`config.mk`:
```
export PLATFORM = sky130hd
export DESIGN_NAME = triangle_job_arbiter
export DESIGN_NICKNAME = d
export VERILOG_FILES = /design/src/rtl/triangle_job_arbiter.sv
export SDC_FILE = /design/constraint.sdc
export NUM_CORES = 1
export LEC_CHECK = 0
export ABC_AREA = 1
export BUFFER_PORTS_ARGS = -buffer_cell sky130_fd_sc_hd__buf_2
export CAP_MARGIN = 10
export CORE_UTILIZATION = 50
export DETAILED_ROUTE_END_ITERATION = 7
export HOLD_SLACK_MARGIN = 0.12
export PLACE_DENSITY = 0.8
export SYNTH_ARGS = -nofsm -noshare
export SYNTH_HDL_FRONTEND = slang
export SYNTH_SLANG_ARGS = --single-unit
```
`constraint.sdc`:
```
create_clock -name clk -period 2.28 [get_ports clk]
set_clock_uncertainty 0.1 [all_clocks]
set_input_delay 0.342 -clock clk [delete_from_list [all_inputs] [get_ports clk]]
set_output_delay 0.342 -clock clk [all_outputs]
set_load 0.1 [all_outputs]
```
`src/rtl/triangle_job_arbiter.sv`:
```
// Round-robin arbiter sharing one triangle point-enumeration engine between N_REQ job sources.
// Optional watchdog abort of stuck jobs is enabled by defining TRI_ARB_WATCHDOG_EN.
module triangle_job_arbiter #(
    parameter int N_REQ     = 4,
    parameter int CW        = 3,
    parameter int WD_CYCLES = 255,
    localparam int IDW      = (N_REQ > 2) ? $clog2(N_REQ) : 1,
    localparam int VW       = 6 * CW,
    localparam int NW       = 2 * CW + 1
) (
    input  logic                  clk,
    input  logic                  reset,
    input  logic [N_REQ-1:0]      req_valid,
    input  logic [N_REQ*VW-1:0]   req_vtx,
    output logic [N_REQ-1:0]      req_ready,
    output logic                  eng_nt,
    output logic [CW-1:0]         eng_xi,
    output logic [CW-1:0]         eng_yi,
    input  logic                  eng_busy,
    input  logic                  eng_po,
    input  logic [CW-1:0]         eng_xo,
    input  logic [CW-1:0]         eng_yo,
    output logic                  out_valid,
    output logic [CW-1:0]         out_x,
    output logic [CW-1:0]         out_y,
    output logic [IDW-1:0]        out_id,
    output logic                  job_done,
    output logic [NW-1:0]         done_cnt,
    output logic                  done_err
);

    localparam logic [2:0] S_IDLE      = 3'd0;
    localparam logic [2:0] S_FEED0     = 3'd1;
    localparam logic [2:0] S_FEED1     = 3'd2;
    localparam logic [2:0] S_FEED2     = 3'd3;
    localparam logic [2:0] S_WAIT_BUSY = 3'd4;
    localparam logic [2:0] S_RUN       = 3'd5;
    localparam logic [2:0] S_DONE      = 3'd6;

    if (N_REQ < 2 || N_REQ > 8 || WD_CYCLES < 1) begin : g_bad_params
        $error("triangle_job_arbiter: N_REQ must be 2..8 and WD_CYCLES at least 1");
    end

    logic [2:0]        state_q, state_d;
    logic [IDW-1:0]    ptr_q, ptr_d;
    logic [IDW-1:0]    id_q, id_d;
    logic [VW-1:0]     vtx_q, vtx_d;
    logic [NW-1:0]     cnt_q, cnt_d;
    logic [N_REQ-1:0]  req_ready_q, req_ready_d;
    logic              eng_nt_q, eng_nt_d;
    logic [CW-1:0]     eng_xi_q, eng_xi_d;
    logic [CW-1:0]     eng_yi_q, eng_yi_d;
    logic              out_valid_q, out_valid_d;
    logic [CW-1:0]     out_x_q, out_x_d;
    logic [CW-1:0]     out_y_q, out_y_d;
    logic [IDW-1:0]    out_id_q, out_id_d;
    logic              job_done_q, job_done_d;
    logic [NW-1:0]     done_cnt_q, done_cnt_d;
    logic              done_err_q, done_err_d;

    logic              grant_found;
    logic [IDW-1:0]    grant_id;
    logic [IDW-1:0]    scan_idx;
    logic [VW-1:0]     sel_vtx;
    logic              point_hit;
    logic [NW-1:0]     cnt_inc;
    logic              wd_hit;

`ifdef TRI_ARB_WATCHDOG_EN
    localparam int WDW = $clog2(WD_CYCLES + 1);
    logic [WDW-1:0] wd_q, wd_d;

    // Counts cycles spent waiting on the engine; fires on the last allowed cycle.
    always_comb begin
        wd_d   = wd_q;
        wd_hit = 1'b0;
        if (state_q == S_FEED2) begin
            wd_d = '0;
        end else if (state_q == S_WAIT_BUSY || state_q == S_RUN) begin
            if (wd_q == WDW'(WD_CYCLES - 1)) begin
                wd_hit = 1'b1;
            end else begin
                wd_d = wd_q + 1'b1;
            end
        end
    end

    always_ff @(posedge clk or negedge reset) begin
        if (!reset) begin
            wd_q <= '0;
        end else begin
            wd_q <= wd_d;
        end
    end
`else
    assign wd_hit = 1'b0;
`endif

    // Rotating-priority scan starting at ptr, plus the winner's vertex bundle.
    always_comb begin
        grant_found = 1'b0;
        grant_id    = '0;
        scan_idx    = '0;
        sel_vtx     = '0;
        for (int i = 0; i < N_REQ; i++) begin
            scan_idx = IDW'((int'(ptr_q) + i) % N_REQ);
            if (!grant_found && req_valid[scan_idx]) begin
                grant_found = 1'b1;
                grant_id    = scan_idx;
            end
        end
        for (int k = 0; k < N_REQ; k++) begin
            if (IDW'(k) == grant_id) begin
                sel_vtx = req_vtx[k*VW +: VW];
            end
        end
    end

    assign point_hit = eng_po && (state_q == S_WAIT_BUSY || state_q == S_RUN);
    assign cnt_inc   = !point_hit ? cnt_q : ((&cnt_q) ? cnt_q : cnt_q + 1'b1);

    // Next-state and next-output logic; every output is the registered image of *_d.
    always_comb begin
        state_d     = state_q;
        ptr_d       = ptr_q;
        id_d        = id_q;
        vtx_d       = vtx_q;
        cnt_d       = cnt_inc;
        req_ready_d = '0;
        eng_nt_d    = 1'b0;
        eng_xi_d    = '0;
        eng_yi_d    = '0;
        out_valid_d = point_hit;
        out_x_d     = point_hit ? eng_xo : '0;
        out_y_d     = point_hit ? eng_yo : '0;
        job_done_d  = 1'b0;
        done_cnt_d  = '0;
        done_err_d  = 1'b0;

        case (state_q)
            S_IDLE: begin
                if (grant_found && !eng_busy) begin
                    state_d     = S_FEED0;
                    id_d        = grant_id;
                    vtx_d       = sel_vtx;
                    req_ready_d = N_REQ'(1) << grant_id;
                    eng_nt_d    = 1'b1;
                    eng_xi_d    = sel_vtx[0 +: CW];
                    eng_yi_d    = sel_vtx[CW +: CW];
                end
            end
            S_FEED0: begin
                state_d  = S_FEED1;
                eng_xi_d = vtx_q[2*CW +: CW];
                eng_yi_d = vtx_q[3*CW +: CW];
            end
            S_FEED1: begin
                state_d  = S_FEED2;
                eng_xi_d = vtx_q[4*CW +: CW];
                eng_yi_d = vtx_q[5*CW +: CW];
            end
            S_FEED2: begin
                state_d = S_WAIT_BUSY;
            end
            S_WAIT_BUSY, S_RUN: begin
                if (wd_hit || (state_q == S_RUN && !eng_busy)) begin
                    state_d    = S_DONE;
                    job_done_d = 1'b1;
                    done_cnt_d = cnt_inc;
                    done_err_d = wd_hit;
                end else if (state_q == S_WAIT_BUSY && eng_busy) begin
                    state_d = S_RUN;
                end
            end
            S_DONE: begin
                state_d = S_IDLE;
                ptr_d   = (id_q == IDW'(N_REQ - 1)) ? '0 : id_q + 1'b1;
                cnt_d   = '0;
            end
            default: begin
                state_d = S_IDLE;
            end
        endcase

        out_id_d = (state_d == S_IDLE) ? '0 : id_d;
    end

    always_ff @(posedge clk or negedge reset) begin
        if (!reset) begin
            state_q     <= S_IDLE;
            ptr_q       <= '0;
            id_q        <= '0;
            vtx_q       <= '0;
            cnt_q       <= '0;
            req_ready_q <= '0;
            eng_nt_q    <= 1'b0;
            eng_xi_q    <= '0;
            eng_yi_q    <= '0;
            out_valid_q <= 1'b0;
            out_x_q     <= '0;
            out_y_q     <= '0;
            out_id_q    <= '0;
            job_done_q  <= 1'b0;
            done_cnt_q  <= '0;
            done_err_q  <= 1'b0;
        end else begin
            state_q     <= state_d;
            ptr_q       <= ptr_d;
            id_q        <= id_d;
            vtx_q       <= vtx_d;
            cnt_q       <= cnt_d;
            req_ready_q <= req_ready_d;
            eng_nt_q    <= eng_nt_d;
            eng_xi_q    <= eng_xi_d;
            eng_yi_q    <= eng_yi_d;
            out_valid_q <= out_valid_d;
            out_x_q     <= out_x_d;
            out_y_q     <= out_y_d;
            out_id_q    <= out_id_d;
            job_done_q  <= job_done_d;
            done_cnt_q  <= done_cnt_d;
            done_err_q  <= done_err_d;
        end
    end

    assign req_ready = req_ready_q;
    assign eng_nt    = eng_nt_q;
    assign eng_xi    = eng_xi_q;
    assign eng_yi    = eng_yi_q;
    assign out_valid = out_valid_q;
    assign out_x     = out_x_q;
    assign out_y     = out_y_q;
    assign out_id    = out_id_q;
    assign job_done  = job_done_q;
    assign done_cnt  = done_cnt_q;
    assign done_err  = done_err_q;

endmodule

```
==> results of run 1 <==
==> worst paths after layout <==
kind / from / end / slack [ns]
hold / removal: eng_yo[2] / out_y[2]$_DFF_PN0_ / 0.14
setup reg to reg: ptr_q[0]$_DFFE_PN0N_ / vtx_q[14]$_DFFE_PN0P_ / 0.09
min in group asynchronous: reset / cnt_q[1]$_DFF_PN0_ / 0.50
max in group asynchronous: reset / vtx_q[15]$_DFFE_PN0P_ / 0.99
hold reg to reg: cnt_q[6]$_DFF_PN0_ / cnt_q[6]$_DFF_PN0_ / 0.43
setup / recovery: ptr_q[0]$_DFFE_PN0N_ / vtx_q[14]$_DFFE_PN0P_ / 0.09
==> state kept, by name, indices dropped and copies added (netlist names) <==
| register | count |
|---|---|
| vtx_q | 12 |
| cnt_q | 7 |
| done_cnt | 7 |
| req_ready | 4 |
| eng_xi | 3 |
| eng_yi | 3 |
| out_x | 3 |
| out_y | 3 |
| state_q | 3 |
| id_q | 2 |
| out_id | 2 |
| ptr_q | 2 |
| eng_nt | 1 |
| job_done | 1 |
| out_valid | 1 |
==> cell usage in the layout, fill, tap and decap left out, types with 2 or more instances in the layout <==
master	n
dlygate4sd3_1	3
nand3_4	2
buf_12	3
inv_2	4
a21oi_1	2
nand2_2	5
ha_1	2
inv_1	62
o21ai_2	2
buf_4	13
nand3_1	48
nor2_8	2
dfrtp_1	53
o21ai_0	2
o21ai_1	2
o22ai_1	6
nand3_2	12
nor3_1	5
nand2_8	3
inv_4	2
nand2_1	117
nand3b_1	2
nor2_1	54
xor2_1	4
nand4_1	10
clkbuf_8	6
nand2_4	3
buf_2	113
==> logic make-up after synthesis <==
family | after synthesis
other cells | 1
buf+inv | 84
xor+xnor | 5
flops | 54
compound gates | 16
simple gates | 266
mux | 1
fa+ha+maj | 2
==> through the flow <==
step                      setup TNS [ns]  setup WS (ns)  instances
after floorplan                        0         0.3284        429
after global placement                 0        0.07262        612
after CTS                              0        0.02150        622
final                                  0        0.09473        631
after global routing             -0.1329       -0.04246        631
after detailed placement        -0.02436       -0.01809        612
==> repair_timing <==
action                     4_1_cts  5_1_grt
gates cloned                     0        2
pin swaps                        0        5
hold endpoints to repair        29        1
buffers inserted                 0        6
setup endpoints to repair        8       19
hold buffers                     2        1
resized for setup                2        8
==> power groups by stage <==
stage / Clock (mW) / Sequential, mW / Combinational [mW]
finish: 0.555 / 1.42 / 4.56
global route: 0.611 / 1.45 / 4.97
CTS: 0.564 / 1.41 / 4.03
detailed placement: 0 / 1.43 / 4.01
global placement: 0 / 1.42 / 3.93
floorplan: 0 / 2.06 / 2.71
==> per-layer routing <==
| metal | part of all wire [%] | routed length (µm) | global-route usage, % | vias up |
|---|---|---|---|---|
| li1 | - | - | - | 1587 |
| met1 | 44 | 3515 | 33.70 | 1391 |
| met2 | 47 | 3730 | 38.35 | 151 |
| met3 | 7.5 | 602 | 4.615 | 15 |
| met4 | 1.9 | 151 | 6.667 | 0 |
| met5 | 0 | 0 | 0 | - |
==> area by class of cell <==
cell class	count	area, µm²	share of cell area, %
Clock inverter	1	5.005	0.1215
Clock buffer	7	86.33	2.096
Sequential cell	54	1353	32.84
Timing Repair Buffer	134	789.5	19.17
Multi-Input combinational cell	292	1531	37.18
Inverter	68	260.3	6.318
Tap cell	75	93.84	2.278
==> critical path: cells and delay by family (launching register included) <==
kind | cells | cell delay, ns
simple gates | 11 | 1.00
flops | 1 | 0.48
buf+inv | 2 | 0.33
compound gates | 1 | 0.15
==> metrics.txt, run 1 <==
Skew-Pair Late Insertion Delay roughly 0.31 ns; Pint 3.003 mW; GRT Total Usage 24.22%; R2R cell count 14; worst-case clock buffer depth 2; Sw Ratio between 50% and 60%; simple-gate share of the synthesized area 40.43%; post-place instance area 3870 µm²; vias per cell around 5; Max VDD drop about 1.2 mV; Slew Limit Headroom roughly 55%; area growth from synthesis to layout 27.84%; syn_area_per_cell 7.510 µm²; final count of hold timing violations 0; CTS tree yes; f_max around 0.46 GHz; CTS Buf Count 5; Port Buffers roughly 110; via count of the routed design 3144; Root Buffer clkbuf_8; Die Span Y roughly 82 µm; top cells by area, synth dfrtp_1 (42%), nand2_1 (14%), nand3_1 (7.5%), inv_1 (7.3%), nor2_1 (6.4%); Die W 82.27 µm; sequential share of power between 20% and 30%; EDFF count, synth 0; first-pass GRT wire length 12.37 mm; Placeable Area between 6000 and 7000 µm²; max-slew violations 0; antenna violations before repair 0; Crit Path Max Fanout 12; Slew @ Worst Pin 0.6720 ns; Compound-Gate Fraction of Synth Area about 3.1%; P per Cell Area around 1600 nW/µm²; Final min period ~2.2 ns; largest net degree at the start of global routing 32; Core Util, Final 67.96%; largest family of logic cells by synthesized area simple AND/OR/NAND/NOR gates; fillers 498; FFs w/ async S/R, synth 100.0%; number of global-route vias before repair around 2.8k; IO Count 115; Final Wtd Congestion 0.9101; Mapped Cells 429; CTS clk-pin slew, worst paths 0.10 ns; initial core utilization 53.16%; DP Wirelength 6.069 mm; DIE AREA 6768 µm²; worst path required time 2.38 ns; CP startpoint kind flop; Adder-Cell Fraction of Synth Area 0.7767%; max incr delay on CP around 0.48 ns; total of max-cap violations 0; switching power 3.530 mW; top_reg_cell synth dfrtp_1; Ys Warns 0; DRT Wirelength 7.999 mm; # setup viols final 0; H-Tree Depth 2; Final Instance Area about 4000 µm²; hold path cells 3; Hold WS 0.1386 ns; top post-synthesis cells by count nand2_1 (117), inv_1 (63), nor2_1 (55); RSZ-0062 raised after global routing true; share of the synthesized area in the top cell type 41.94%; final net count 643; leakage between 2 and 2.5 nW; worst hold path type input pin to flop; Final period util between 90% and 100%; mapped cell area 3222 µm²; row count 28; most numerous cell in the Yosys netlist nand2_1; status finished clean; Inserted Diodes 0; Synth Area in XOR/XNOR 1.359%; register area share after synthesis 41.94%; ratio of cells with drive above 1 in the final layout 32.01%; Detailed Routing Iterations Pass 1 5; Yosys reg bits 54; CP most frequent cell nand2_1; post-synthesis mux area share less than 1%; CP Class flop to flop; Synth area leader dfrtp_1; combinational share of power 69.8%; crit path DAT approximately 2.3 ns; post-synthesis net count slightly above 500; Netlist cell types 34; CP max-delay cell dfrtp_2; Post-DRT Antenna Nets 0; Remaining DRCs 0; critical path endpoint category flop; DR iter-0 viols 133; clock share of power 8.5%; critical-path cell list buf_4 > nand2_1 > nand2_1 > nand2_2 > nand2_4 > nor2_8 > nand3_4 > nand3_4 > nand2_8 > o21ai_2 > buf_6 > nor2_1 > nand2_1 > nand2_1; Pwr Total 6.533 mW; Remaining Overflow, GRT 0; CTS Sinks 54; routed len/inst between 10 and 15 µm
Note: power is estimated with default switching activity, not from simulation.
==> run 2: changes to the inputs <==
--- a/config.mk
+++ b/config.mk
@@ -12,6 +12,7 @@
 export DETAILED_ROUTE_END_ITERATION = 7
 export HOLD_SLACK_MARGIN = 0.12
 export PLACE_DENSITY = 0.8
+export REMOVE_ABC_BUFFERS = 1
 export SYNTH_ARGS = -nofsm -noshare
 export SYNTH_HDL_FRONTEND = slang
 export SYNTH_SLANG_ARGS = --single-unit
==> run 2 against run 1 <==
Register-to-register slack improved by 0.02 ns; clock-buffer cell count fell by 2; routed wire length rose by 4.4%; sequential share of layout area rose by 0.39 points; die area did not move; non-clock buffer count fell by 3; critical path depth fell by 1; combinational power fell by 2%; sequential power barely moved; cell count fell by 0.32%.
==> metrics.txt, run 2 (synthesis results as in run 1) <==
Final min period 2.168 ns (-0.01735 ns); Reg with most FFs vtx_q; status finished clean; most common cell after layout, fill and taps aside nand2_1; CP startpoint kind flop; worst hold path type input pin to flop; CTS tree yes; Remaining Overflow, GRT 0 (unchanged); P per Cell Area 1584 nW/µm² (-0.13%); CTS Buf Count 5 (unchanged); setup TNS 0 ns (unchanged); DP Wirelength 6.059 mm (-0.16%); # setup viols final 0 (unchanged); area growth from synthesis to layout 26.33%; CP top delay family simple AND/OR/NAND/NOR gates; DRT Wirelength 8.349 mm (+4.4%); critical path endpoint category flop; leakage 2.388 nW (-1.2%); switching power 3.598 mW (+1.9%); vias per cell 5.038 (+1.1%); Root Buffer clkbuf_8; Buf/Inv on CP 1 (-1); crit path DAT 2.28 ns (about the same); Slew @ Worst Pin 0.6800 ns (+0.008050 ns); max-slew violations 0 (unchanged); Pint 2.849 mW (-5.1%); initial core utilization 53.16% (unchanged); H-Tree Depth 2 (unchanged); final count of hold timing violations 0 (unchanged); CTS clk-pin slew, worst paths 0.10 ns (about the same); sequential share of power 22.0% (+0.3 points); first-pass GRT wire length 13.20 mm (+6.7%); largest net degree at the start of global routing 55 (+72%); row count 28 (unchanged); Placed Cells 614 (+0.33%); clock share of power 8.6% (about the same); Sw Ratio 55.81% (+1.8 points); total of max-cap violations 0 (unchanged); Placeable Area 6061 µm² (unchanged); antenna violations before repair 0 (unchanged); DR iter-0 viols 136 (+2.3%); Post-DRT Antenna Nets 0 (unchanged); Remaining DRCs 0 (unchanged); Port Buffers 113 (unchanged); worst-case clock buffer depth 2 (unchanged); Final Wtd Congestion 0.8420 (-7.5%); Max VDD drop 1.053 mV (-11%); CP most frequent cell nand2_1; Inserted Diodes 0 (unchanged); Detailed Routing Iterations Pass 1 4 (-1); Die Span Y 82.27 µm (unchanged); Largest register FFs 12 (unchanged); routed len/inst 13.27 µm (+4.7%); Non-Filler Instances 629 (-0.32%); critical-path cell list buf_4 > nand2_1 > nand2_1 > nand2_2 > nand2_4 > nor2_8 > nand2_1 > nand3_4 > nand2_8 > nor2_4 > nand2_1 > nand4_1 > nand2_1; combinational share of power 69.4% (-0.4 points); CTS Sinks 54 (unchanged); CP Class flop to flop; max incr delay on CP 0.48 ns (about the same); f_max 0.4613 GHz (+0.80%); number of global-route vias before repair 3061 (+11%); via count of the routed design 3169 (+0.80%); FF-to-FF setup slack 0.11 ns (+0.02 ns); IO Count 115 (unchanged); commonest cells after routing, fill and taps aside nand2_1 (117), buf_2 (113), inv_1 (63), nor2_1 (54), dfrtp_1 (53); final net count 641 (-0.31%); ratio of cells with drive above 1 in the final layout 31.95% (-0.065 points); GRT Total Usage 25.83% (+1.6 points); Crit Path Max Fanout 11 (-1); Skew-Pair Late Insertion Delay 0.31 ns (about the same); Slew Limit Headroom 54.67% (-0.54 points); Die W 82.27 µm (unchanged); DIE AREA 6768 µm² (unchanged); Final period util 95.08% (-0.76 points); worst path required time 2.39 ns (about the same); CP max-delay cell dfrtp_2
## run 2: cell type report
| cell class | instances | area [µm²] |
|---|---|---|
| clock buffers | 5 | 68.82 |
| inverters | 68 | 262.8 |
| flip-flops and latches | 54 | 1353 |
| fillers | 513 | 1991 |
| multi-input cells | 293 | 1543 |
| repair buffers | 131 | 725.7 |
| clock inverters | 3 | 23.77 |
| well taps | 75 | 93.84 |
## run 2: metal layers
layer | vias up | wire (µm) | share of wire, % | GRT usage [%]
li1 | 1584 | - | - | -
met1 | 1420 | 3439 | 41 | 31.04
met5 | - | 0 | 0 | 0
met4 | 0 | 240 | 2.9 | 13.16
met2 | 139 | 4095 | 49 | 43.97
met3 | 26 | 573 | 6.9 | 4.835
## run 2: power by group through the flow
stage                     sequential, mW  clock (mW)  combinational (mW)
after floorplan                     2.07           0                2.33
after global placement              1.41           0                3.97
after detailed placement            1.42           0                4.03
after CTS                           1.41       0.570                4.06
after global routing                1.45       0.609                4.89
final                               1.42       0.557                4.47
## run 2: path summary, 6_finish.rpt
| path | startpoint | end | cells past startpoint |
|---|---|---|---|
| setup reg to reg | ptr_q[0]$_DFFE_PN0N_ | eng_yi[0]$_DFF_PN0_ | 13 |
| hold reg to reg | cnt_q[6]$_DFF_PN0_ | cnt_q[6]$_DFF_PN0_ | 2 |
| setup / recovery | ptr_q[0]$_DFFE_PN0N_ | eng_yi[0]$_DFF_PN0_ | 13 |
| min in group asynchronous | reset | done_cnt[1]$_DFF_PN0_ | 3 |
| hold / removal | eng_xo[1] | out_x[1]$_DFF_PN0_ | 3 |
| max in group asynchronous | reset | ptr_q[0]$_DFFE_PN0N_ | 3 |
## run 2: what timing repair did
item,in CTS,in global routing
buffers inserted,0,3
gates resized for setup,0,12
setup endpoints to repair,0,21
endpoints found under the hold margin,55,0
hold buffers,2,0
## run 2: per-stage QoR
stage | util, % | total power, mW | instance area, µm² | worst slack [ns] | hold WS [ns]
after floorplan | - | 4.399 | 3090 | 0.04262 | -0.05359
after global placement | 63.69 | 5.373 | 3860 | 0.1286 | 0.3925
after detailed placement | 63.69 | 5.452 | 3860 | 0.04216 | 0.4106
after CTS | 65.55 | 6.032 | 3973 | 0.02281 | 0.1233
after global routing | 67.16 | 6.949 | 4070 | -0.03208 | 0.1255
final | 67.16 | 6.447 | 4070 | 0.1121 | 0.1252
## run 2: tightest hold or removal path: cells and delay by family
kind / cells / cell delay (ns)
buffers and inverters: 2 / 0.14
and+or+nand+nor: 1 / 0.03
